<file path="config.mk">
export PLATFORM = sky130hd
export DESIGN_NAME = tree_mem_flat
export DESIGN_NICKNAME = d
export VERILOG_FILES = /design/src/rtl/dtree_pkg.sv /design/src/rtl/tree_mem_if.sv /design/src/rtl/cfg_deserializer.sv /design/src/rtl/tree_mem.sv /design/src/flat_wrapper.sv
export SDC_FILE = /design/constraint.sdc
export NUM_CORES = 1
export LEC_CHECK = 0
export ABC_AREA = 1
export CORE_UTILIZATION = 30
export DETAILED_ROUTE_END_ITERATION = 6
export GPL_TIMING_DRIVEN = 1
export MAX_ROUTING_LAYER = met4
export SLEW_MARGIN = 5
export SYNTH_ARGS = -nofsm -noshare
export SYNTH_HDL_FRONTEND = slang
export SYNTH_SLANG_ARGS = --single-unit
</file>
<file path="constraint.sdc">
create_clock -name clk -period 4.7 [get_ports clk]
set_input_delay 1.175 -clock clk [delete_from_list [all_inputs] [get_ports clk]]
set_output_delay 1.175 -clock clk [all_outputs]
set_load 0.02 [all_outputs]
</file>
<file path="src/rtl/dtree_pkg.sv">
// Shared decision-tree definitions: node record sizing, field offsets and the
// node-memory state encoding, used by tree_mem, the controller and benches.
package dtree_pkg;

    typedef enum logic [1:0] {
        IDLE  = 2'd0,
        LOAD  = 2'd1,
        READY = 2'd2
    } state_e;

    function automatic int aw_f(input int n);
        return (n <= 2) ? 1 : $clog2(n);
    endfunction

    function automatic int node_size_f(input int features, input int coeff_w, input int bias_w);
        return 3 + features + (features - 1) * coeff_w + bias_w;
    endfunction

    function automatic int wpn_f(input int node_size, input int cfg_w);
        return (node_size + cfg_w - 1) / cfg_w;
    endfunction

    // Record layout, LSB upward: bias, coefficients, feature mask, one-position, child flags.
    function automatic int bias_off_f();
        return 0;
    endfunction

    function automatic int coeff_off_f(input int i, input int coeff_w, input int bias_w);
        return bias_w + i * coeff_w;
    endfunction

    function automatic int feat_off_f(input int features, input int coeff_w, input int bias_w);
        return bias_w + (features - 1) * coeff_w;
    endfunction

    function automatic int one_pos_off_f(input int features, input int coeff_w, input int bias_w);
        return feat_off_f(features, coeff_w, bias_w) + features;
    endfunction

    function automatic int child_flags_off_f(input int features, input int coeff_w, input int bias_w);
        return one_pos_off_f(features, coeff_w, bias_w) + 1;
    endfunction

endpackage

</file>
<file path="src/rtl/tree_mem_if.sv">
// Node-read and config-load bus between the tree controller (master) and the
// node memory (slave).
interface tree_mem_if
    import dtree_pkg::*;
#(
    parameter int FEATURES      = 3,
    parameter int COEFF_WIDTH   = 4,
    parameter int BIAS_WIDTH    = 10,
    parameter int MAX_CLUSTERS  = 5,
    parameter int CHANNEL_COUNT = 1,
    parameter int CFG_WIDTH     = 8
);
    localparam int NODE_SIZE = node_size_f(FEATURES, COEFF_WIDTH, BIAS_WIDTH);
    localparam int NODE_AW   = aw_f(MAX_CLUSTERS);
    localparam int CH_AW     = aw_f(CHANNEL_COUNT);

    logic [CH_AW-1:0]     ch_index;
    logic [NODE_AW-1:0]   node_index;
    logic                 read_mem;
    logic [NODE_SIZE-1:0] node_data;
    logic                 mem_ready;
    logic                 cfg_start;
    logic                 cfg_valid;
    logic                 cfg_ready;
    logic [CFG_WIDTH-1:0] cfg_data;
    logic                 cfg_error;

    modport master (
        output ch_index, node_index, read_mem, cfg_start, cfg_valid, cfg_data,
        input  node_data, mem_ready, cfg_ready, cfg_error
    );

    modport slave (
        input  ch_index, node_index, read_mem, cfg_start, cfg_valid, cfg_data,
        output node_data, mem_ready, cfg_ready, cfg_error
    );

endinterface

</file>
<file path="src/rtl/cfg_deserializer.sv">
// Collects WPN config words MSB-first into one node record and strobes
// record_valid the cycle after the last word of the record is accepted.
module cfg_deserializer
    import dtree_pkg::*;
#(
    parameter int CFG_WIDTH = 8,
    parameter int WPN       = 3,
    parameter int NODE_SIZE = 24
) (
    input  logic                 clk,
    input  logic                 reset,
    input  logic                 clear,
    input  logic                 word_valid,
    input  logic [CFG_WIDTH-1:0] word_data,
    output logic [NODE_SIZE-1:0] record,
    output logic                 record_valid
);
    localparam int SR_W = WPN * CFG_WIDTH;
    localparam int WC_W = aw_f(WPN);

    logic [SR_W-1:0] shreg_r;
    logic [SR_W-1:0] shreg_next_s;
    logic [WC_W-1:0] word_cnt_r;
    logic            record_valid_r;

    generate
        if (WPN == 1) begin : g_single
            assign shreg_next_s = word_data;
        end else begin : g_multi
            assign shreg_next_s = {shreg_r[SR_W-CFG_WIDTH-1:0], word_data};
        end
    endgenerate

    // Shift in accepted words and count them off into whole records.
    always_ff @(posedge clk) begin
        if (reset || clear) begin
            shreg_r        <= '0;
            word_cnt_r     <= '0;
            record_valid_r <= 1'b0;
        end else begin
            record_valid_r <= 1'b0;
            if (word_valid) begin
                shreg_r <= shreg_next_s;
                if (word_cnt_r == WC_W'(WPN - 1)) begin
                    word_cnt_r     <= '0;
                    record_valid_r <= 1'b1;
                end else begin
                    word_cnt_r <= word_cnt_r + WC_W'(1);
                end
            end
        end
    end

    // Leading pad bits of the first word fall off the top here.
    assign record       = shreg_r[NODE_SIZE-1:0];
    assign record_valid = record_valid_r;

endmodule

</file>
<file path="src/rtl/tree_mem.sv">
// Node memory for the decision-tree controller, loaded word-serially at run time.
// Optional load checksum word enabled by defining TREE_MEM_CHECKSUM_EN.
module tree_mem
    import dtree_pkg::*;
#(
    parameter int FEATURES      = 3,
    parameter int COEFF_WIDTH   = 4,
    parameter int BIAS_WIDTH    = 10,
    parameter int MAX_CLUSTERS  = 5,
    parameter int NODES_PER_CH  = 5,
    parameter int CHANNEL_COUNT = 1,
    parameter int CFG_WIDTH     = 8
) (
    input  logic       clk,
    input  logic       reset,
    tree_mem_if.slave  bus
);
    localparam int NODE_SIZE   = node_size_f(FEATURES, COEFF_WIDTH, BIAS_WIDTH);
    localparam int WPN         = wpn_f(NODE_SIZE, CFG_WIDTH);
    localparam int TOTAL_NODES = CHANNEL_COUNT * NODES_PER_CH;
    localparam int TOTAL_WORDS = TOTAL_NODES * WPN;
`ifdef TREE_MEM_CHECKSUM_EN
    localparam int LAST_WORD   = TOTAL_WORDS;
`else
    localparam int LAST_WORD   = TOTAL_WORDS - 1;
`endif
    localparam int MEM_AW      = aw_f(TOTAL_NODES);
    localparam int WC_W        = aw_f(TOTAL_WORDS + 1);

    logic [NODE_SIZE-1:0] mem_r [TOTAL_NODES];

    state_e               state_r;
    logic                 mem_ready_r;
    logic                 cfg_ready_r;
    logic [NODE_SIZE-1:0] node_data_r;
    logic [WC_W-1:0]      word_cnt_r;
    logic [MEM_AW-1:0]    node_cnt_r;
`ifdef TREE_MEM_CHECKSUM_EN
    logic                 cfg_error_r;
    logic [CFG_WIDTH-1:0] xor_r;
`endif

    logic                 accept_s;
    logic                 deser_valid_s;
    logic                 wr_en_s;
    logic [NODE_SIZE-1:0] record_s;
    logic                 record_valid_s;
    logic                 rd_in_range_s;
    logic [MEM_AW-1:0]    rd_addr_s;

    // Word acceptance, record write enable and read address decode.
    always_comb begin
        accept_s      = bus.cfg_valid && cfg_ready_r && !bus.cfg_start;
        deser_valid_s = accept_s && (word_cnt_r < WC_W'(TOTAL_WORDS));
        wr_en_s       = record_valid_s && !bus.cfg_start && (state_r == LOAD);
        rd_in_range_s = (32'(bus.ch_index) < 32'(CHANNEL_COUNT)) &&
                        (32'(bus.node_index) < 32'(NODES_PER_CH));
        rd_addr_s     = MEM_AW'(32'(bus.ch_index) * 32'(NODES_PER_CH) + 32'(bus.node_index));
    end

    cfg_deserializer #(
        .CFG_WIDTH (CFG_WIDTH),
        .WPN       (WPN),
        .NODE_SIZE (NODE_SIZE)
    ) u_deser (
        .clk          (clk),
        .reset        (reset),
        .clear        (bus.cfg_start),
        .word_valid   (deser_valid_s),
        .word_data    (bus.cfg_data),
        .record       (record_s),
        .record_valid (record_valid_s)
    );

    // Record storage; deliberately not cleared by reset.
    always_ff @(posedge clk) begin
        if (wr_en_s) begin
            mem_r[node_cnt_r] <= record_s;
        end
    end

    // Load/serve state machine with all bus outputs registered.
    always_ff @(posedge clk) begin
        if (reset) begin
            state_r     <= IDLE;
            mem_ready_r <= 1'b0;
            cfg_ready_r <= 1'b0;
            node_data_r <= '0;
            word_cnt_r  <= '0;
            node_cnt_r  <= '0;
`ifdef TREE_MEM_CHECKSUM_EN
            cfg_error_r <= 1'b0;
            xor_r       <= '0;
`endif
        end else if (bus.cfg_start) begin
            state_r     <= LOAD;
            mem_ready_r <= 1'b0;
            cfg_ready_r <= 1'b1;
            word_cnt_r  <= '0;
            node_cnt_r  <= '0;
`ifdef TREE_MEM_CHECKSUM_EN
            cfg_error_r <= 1'b0;
            xor_r       <= '0;
`endif
            if (bus.read_mem) begin
                node_data_r <= '0;
            end
        end else begin
            case (state_r)
                LOAD: begin
                    if (bus.read_mem) begin
                        node_data_r <= '0;
                    end
                    if (accept_s) begin
                        word_cnt_r <= word_cnt_r + WC_W'(1);
                        if (word_cnt_r == WC_W'(LAST_WORD)) begin
                            cfg_ready_r <= 1'b0;
                        end
                    end
                    if (record_valid_s && (node_cnt_r != MEM_AW'(TOTAL_NODES - 1))) begin
                        node_cnt_r <= node_cnt_r + MEM_AW'(1);
                    end
`ifdef TREE_MEM_CHECKSUM_EN
                    if (accept_s) begin
                        xor_r <= xor_r ^ bus.cfg_data;
                    end
                    // The checksum word is the XOR of every data word before it.
                    if (accept_s && (word_cnt_r == WC_W'(TOTAL_WORDS))) begin
                        if (xor_r == bus.cfg_data) begin
                            state_r     <= READY;
                            mem_ready_r <= 1'b1;
                        end else begin
                            state_r     <= IDLE;
                            cfg_error_r <= 1'b1;
                        end
                    end
`else
                    if (record_valid_s && (node_cnt_r == MEM_AW'(TOTAL_NODES - 1))) begin
                        state_r     <= READY;
                        mem_ready_r <= 1'b1;
                    end
`endif
                end
                READY: begin
                    if (bus.read_mem) begin
                        node_data_r <= rd_in_range_s ? mem_r[rd_addr_s] : '0;
                    end
                end
                IDLE: begin
                    if (bus.read_mem) begin
                        node_data_r <= '0;
                    end
                end
                default: begin
                    state_r     <= IDLE;
                    mem_ready_r <= 1'b0;
                    cfg_ready_r <= 1'b0;
                    node_data_r <= '0;
                end
            endcase
        end
    end

    assign bus.node_data = node_data_r;
    assign bus.mem_ready = mem_ready_r;
    assign bus.cfg_ready = cfg_ready_r;
`ifdef TREE_MEM_CHECKSUM_EN
    assign bus.cfg_error = cfg_error_r;
`else
    assign bus.cfg_error = 1'b0;
`endif

endmodule

</file>
<file path="src/flat_wrapper.sv">
// flat-port wrapper written by rule: the top's interface ports become plain ports
module tree_mem_flat import dtree_pkg::*;
#(
    parameter int FEATURES      = 3,
    parameter int COEFF_WIDTH   = 4,
    parameter int BIAS_WIDTH    = 10,
    parameter int MAX_CLUSTERS  = 5,
    parameter int NODES_PER_CH  = 5,
    parameter int CHANNEL_COUNT = 1,
    parameter int CFG_WIDTH     = 8
)
  (clk, reset, bus_ch_index, bus_node_index, bus_read_mem, bus_cfg_start, bus_cfg_valid, bus_cfg_data, bus_node_data, bus_mem_ready, bus_cfg_ready, bus_cfg_error);
  tree_mem_if #(.FEATURES(FEATURES), .COEFF_WIDTH(COEFF_WIDTH), .BIAS_WIDTH(BIAS_WIDTH), .MAX_CLUSTERS(MAX_CLUSTERS), .CHANNEL_COUNT(CHANNEL_COUNT), .CFG_WIDTH(CFG_WIDTH)) bus_i ();
  input  logic clk;
  input  logic reset;
  input wire logic [$bits(bus_i.ch_index)-1:0] bus_ch_index;
  input wire logic [$bits(bus_i.node_index)-1:0] bus_node_index;
  input wire logic [$bits(bus_i.read_mem)-1:0] bus_read_mem;
  input wire logic [$bits(bus_i.cfg_start)-1:0] bus_cfg_start;
  input wire logic [$bits(bus_i.cfg_valid)-1:0] bus_cfg_valid;
  input wire logic [$bits(bus_i.cfg_data)-1:0] bus_cfg_data;
  output wire logic [$bits(bus_i.node_data)-1:0] bus_node_data;
  output wire logic [$bits(bus_i.mem_ready)-1:0] bus_mem_ready;
  output wire logic [$bits(bus_i.cfg_ready)-1:0] bus_cfg_ready;
  output wire logic [$bits(bus_i.cfg_error)-1:0] bus_cfg_error;
  assign bus_i.ch_index = bus_ch_index;
  assign bus_i.node_index = bus_node_index;
  assign bus_i.read_mem = bus_read_mem;
  assign bus_i.cfg_start = bus_cfg_start;
  assign bus_i.cfg_valid = bus_cfg_valid;
  assign bus_i.cfg_data = bus_cfg_data;
  assign bus_node_data = bus_i.node_data;
  assign bus_mem_ready = bus_i.mem_ready;
  assign bus_cfg_ready = bus_i.cfg_ready;
  assign bus_cfg_error = bus_i.cfg_error;
  tree_mem #(.FEATURES(FEATURES), .COEFF_WIDTH(COEFF_WIDTH), .BIAS_WIDTH(BIAS_WIDTH), .MAX_CLUSTERS(MAX_CLUSTERS), .NODES_PER_CH(NODES_PER_CH), .CHANNEL_COUNT(CHANNEL_COUNT), .CFG_WIDTH(CFG_WIDTH)) u_core (.clk(clk), .reset(reset), .bus(bus_i));
endmodule
</file>
==> qor.txt <==
SYNTH
--------------------------------------------------------------------------------
Asr flop ratio synth                                                          0%
Number of enable-type register cells in the synthesized netlist              120
Fraction of synthesized cell area taken by the top area cell type          48.5%
Yosys top cell by area                                                  edfxtp_1
Proportion of synthesized chip area in sequential cells                    65.0%
Most frequently used cell type in the post-synthesis netlist            edfxtp_1
Number of warnings reported in the yosys synthesis log                         0
Area contributors post-synth                                        edfxtp_1 49%, dfxtp_1 16%, nand2_1 5.2%
Top post-synthesis cells by count                                   120 x edfxtp_1, 103 x nand2_1, 96 x nor2_1, 69 x o21ai_0, 61 x dfxtp_1
Most instantiated flip-flop cell in the synthesis netlist               edfxtp_1
Netlist area before placement                                          7420 um^2
Post-Synthesis Mean Instance Area                                      10.4 um^2
Count of distinct cell types in the synthesized netlist                       31
Post-synth net total                                                         740
Count of state elements after synthesis                                      181
Instance count of the mapped netlist                                         717

FLOORPLANNING
--------------------------------------------------------------------------------
Num rows                                                                      57
Starting Density                                                           30.5%
Die area                                                             25,400 um^2
Y dimension of the die                                                    159 um
Core region area                                                     24,300 um^2
Chip Width                                                                159 um
I/O pin cnt                                                                   44

CLOCK NETWORK
--------------------------------------------------------------------------------
H-tree depth                                                                   4
Post-cts repair resize count                                                   0
Clock tree root driver cell                                            clkbuf_16
CTS Hold Buffers Added                                                         0
Clock network latency to the later pin of the worst-skew pair            0.43 ns
Clock tree from TritonCTS                                                    yes
Count of buffers added by post-CTS timing repair for setup                     0
Clock slew at reported path FFs                                          0.07 ns
Clock tree sinks                                                             181
Bufs on Longest Clock Path                                                     2
Number of CTS-inserted buffers                                                17

CRITICAL PATH
--------------------------------------------------------------------------------
Top delay family on crit path                                       simple AND/OR/NAND/NOR gates
Critical path endpoint category                                        flip-flop
Startpoint of the worst register-to-register path                   u_core.bus.mem_ready$_SDFFE_PP0P_
Destination of the critical timing path                             u_core.bus.node_data[19]$_SDFFE_PP0P_
Path length in cells of the critical path                                     11
Worst reg-to-reg setup slack                                             2.77 ns
Worst Setup Start Kind                                                 input pin
Endpoint of the worst-slack reg-to-reg timing path                  u_core.mem_r[1][0]$_DFFE_PP_
Worst setup path startpoint                                         bus_ch_index
Worst path arrival time                                                  3.39 ns
Class of the most critical setup path                                     in2reg
CP bufs+invs                                                                   2
Dominant cell type by count on the critical path                         nand2_1
Master of the slowest instance on the critical path                 clkdlybuf4s50_1
Critical Path Max Stage Delay                                            0.51 ns
Ordered list of cells on the worst path                             clkdlybuf4s50_1 -> ha_1 -> ha_1 -> inv_1 -> nand2_1 -> nand2_1 -> nand2_1 -> nand2_2 -> nand2_1 -> nand3_1 -> a21oi_1
Critical path peak fanout                                                     24
Worst EP required                                                        5.06 ns
Worst Reg-to-Reg Cells                                                         6

LAYOUT
--------------------------------------------------------------------------------
Area used by multi-input combinational logic                           2210 um^2
Fraction of the core area covered by cells at the end of the flow          36.0%
Synth-to-layout area growth                                                18.0%
Fill cell total of the finished layout                                     2,393
Reg area                                                               4820 um^2
Antenna Diode Count                                                            0
Final layout net count                                                       776
Cell area after layout                                                 8760 um^2
Share of cells above drive strength 1                                      10.1%

GLOBAL ROUTING
--------------------------------------------------------------------------------
Pin count of the biggest net entering global routing                          49
Via count of the first global-routing pass                                 4,842
First-pass GRT wire length                                               27.7 mm
Initial antenna violation count                                                0
Global Route Usage Sum                                                     14.6%
Gr ovfl total                                                                  0

DETAILED ROUTING
--------------------------------------------------------------------------------
Antenna-violating nets left                                                    0
Remaining routing DRC violations                                               0
DR pass1 iterations                                                            5
Via count normalized by instance count                                      4.73
Final Routed Wirelength                                                  17.4 mm
Post-detailed-route wirelength per cell                                  16.0 um
Detailed router's first-iteration violation count                            553
Routed via count                                                           5,157

POWER
--------------------------------------------------------------------------------
Proportion of power drawn by the clock network                             42.8%
Internal cell power                                                      2.56 mW
Net load switching power                                                0.760 mW
Comb pwr share                                                              5.9%
Lkg Pwr                                                                  3.07 nW
PnR Total Power                                                          3.32 mW
Power share of the sequential group                                        51.3%
Net Sw Frac                                                                22.9%
Peak VDD IR                                                             0.251 mV
Ratio of total power to cell area                                    379 nW/um^2

STA
--------------------------------------------------------------------------------
Relative slew slack                                                        43.8%
FMAX                                                                     329 MHz
Max Clock Skew                                                         0.0137 ns
Final-layout setup total negative slack                                     0 ns
Pins Over Slew Limit                                                           0
Final Hold Violating Endpoints                                                 0
Shortest period the worst path allows                                    3.04 ns
Setup repair after global routing missed its margin                        false
Share of the clock period used by the worst path after layout              64.6%
Slew @ Worst Pin                                                        0.843 ns
Setup Viol. Count Final                                                        0

PLACED DESIGN
--------------------------------------------------------------------------------
Placed standard-cell area                                              8170 um^2
Last weighted congestion value of the routability-driven placer            0.783
Number of port buffers                                                        42
DP HPWL                                                                  10.8 mm

RUN
--------------------------------------------------------------------------------
Total of max-cap violations                                                    0

OUTCOME
--------------------------------------------------------------------------------
Outcome                                                             complete, no violations

WORST HOLD PATH
--------------------------------------------------------------------------------
Worst hold path class                                                    reg2reg
Hold wc startpoint                                                  u_core.u_deser.word_cnt_r[0]$_SDFFE_PP0P_

[power groups by stage]
| stage | Clock (mW) | Sequential, mW | Combinational (mW) |
|---|---|---|---|
| after floorplan | 0 | 1.73 | 0.138 |
| after global placement | 0 | 1.74 | 0.197 |
| after detailed placement | 0 | 1.74 | 0.195 |
| after CTS | 1.45 | 1.70 | 0.196 |
| after global routing | 1.51 | 1.70 | 0.220 |
| final | 1.42 | 1.70 | 0.195 |
[area by class of cell]
class                      count  area share [%]
clock inverter                14            1.69
clock buffer                  18            5.01
multi-input combinational    442            25.2
sequential                   181            55.1
tap                          324            4.63
timing repair buffer          56            6.00
inverter                      55            2.36
[state kept, by name, summed over array words and instances, names as in the netlist]
signal / flops
u_core.mem_r: 120
u_core.bus.node_data: 24
u_core.u_deser.record: 24
u_core.word_cnt_r: 4
u_core.node_cnt_r: 3
u_core.u_deser.word_cnt_r: 2
u_core.bus.cfg_ready: 1
u_core.bus.mem_ready: 1
u_core.state_r: 1
u_core.u_deser.record_valid: 1
[worst min-delay path by stage]
| stage | to | slack [ns] | cells after the start |
|---|---|---|---|
| after global placement | u_core.u_deser.record_valid$_SDFF_PP0_ | 0.46 | 2 |
| after global routing | u_core.u_deser.record_valid$_SDFF_PP0_ | 0.50 | 2 |
| after CTS | u_core.u_deser.record_valid$_SDFF_PP0_ | 0.47 | 2 |
| final | u_core.u_deser.record_valid$_SDFF_PP0_ | 0.47 | 1 |
| after floorplan | u_core.u_deser.record_valid$_SDFF_PP0_ | 0.44 | 1 |
| after detailed placement | u_core.u_deser.record_valid$_SDFF_PP0_ | 0.46 | 2 |
[placed cells by master (no fill, tap or decap), types with 2 or more instances in the layout]
master and instances:
inv_1 49, a31oi_1 31, or2_2 12, buf_4 14, clkinv_1 2, nand3b_1 11
nand2_2 3, a21oi_2 4, inv_6 5, clkinv_2 3, ha_1 6, nand2_1 103
o211ai_1 12, inv_2 5, nand3_1 36, bufinv_16 2, edfxtp_1 120, nor2_1 96
o21ai_0 69, clkdlybuf4s50_1 42, clkinv_4 2, a21oi_1 38, dfxtp_1 61, clkbuf_16 17
nor4_2 5, o21bai_1 8
[logic make-up after synthesis]
logic type      Yosys count  synth area share [%]
compound gates          163                  12.4
xor+xnor                  1                 0.118
fa+ha+maj                 6                  1.01
buf+inv                  94                  5.65
flops                   181                  65.0
other cells               1                0.0505
simple gates            271                  15.8
[metal layers]
layer / routed length (um) / global-route usage, %
met1: 9080 / 21.3
met4: 137 / 3.76
met3: 839 / 3.00
met5: 0 / -
met2: 7360 / 20.4
[per-stage QoR]
step                      hold WS, ns  setup WS (ns)  std cells
after floorplan                 0.439          0.470        717
after global placement          0.465           1.25       1058
after detailed placement        0.464           1.25       1058
after CTS                       0.474           1.69       1090
after global routing            0.500           1.45       1090
final                           0.473           1.66       1090
Power figures use the tool's default switching activity.
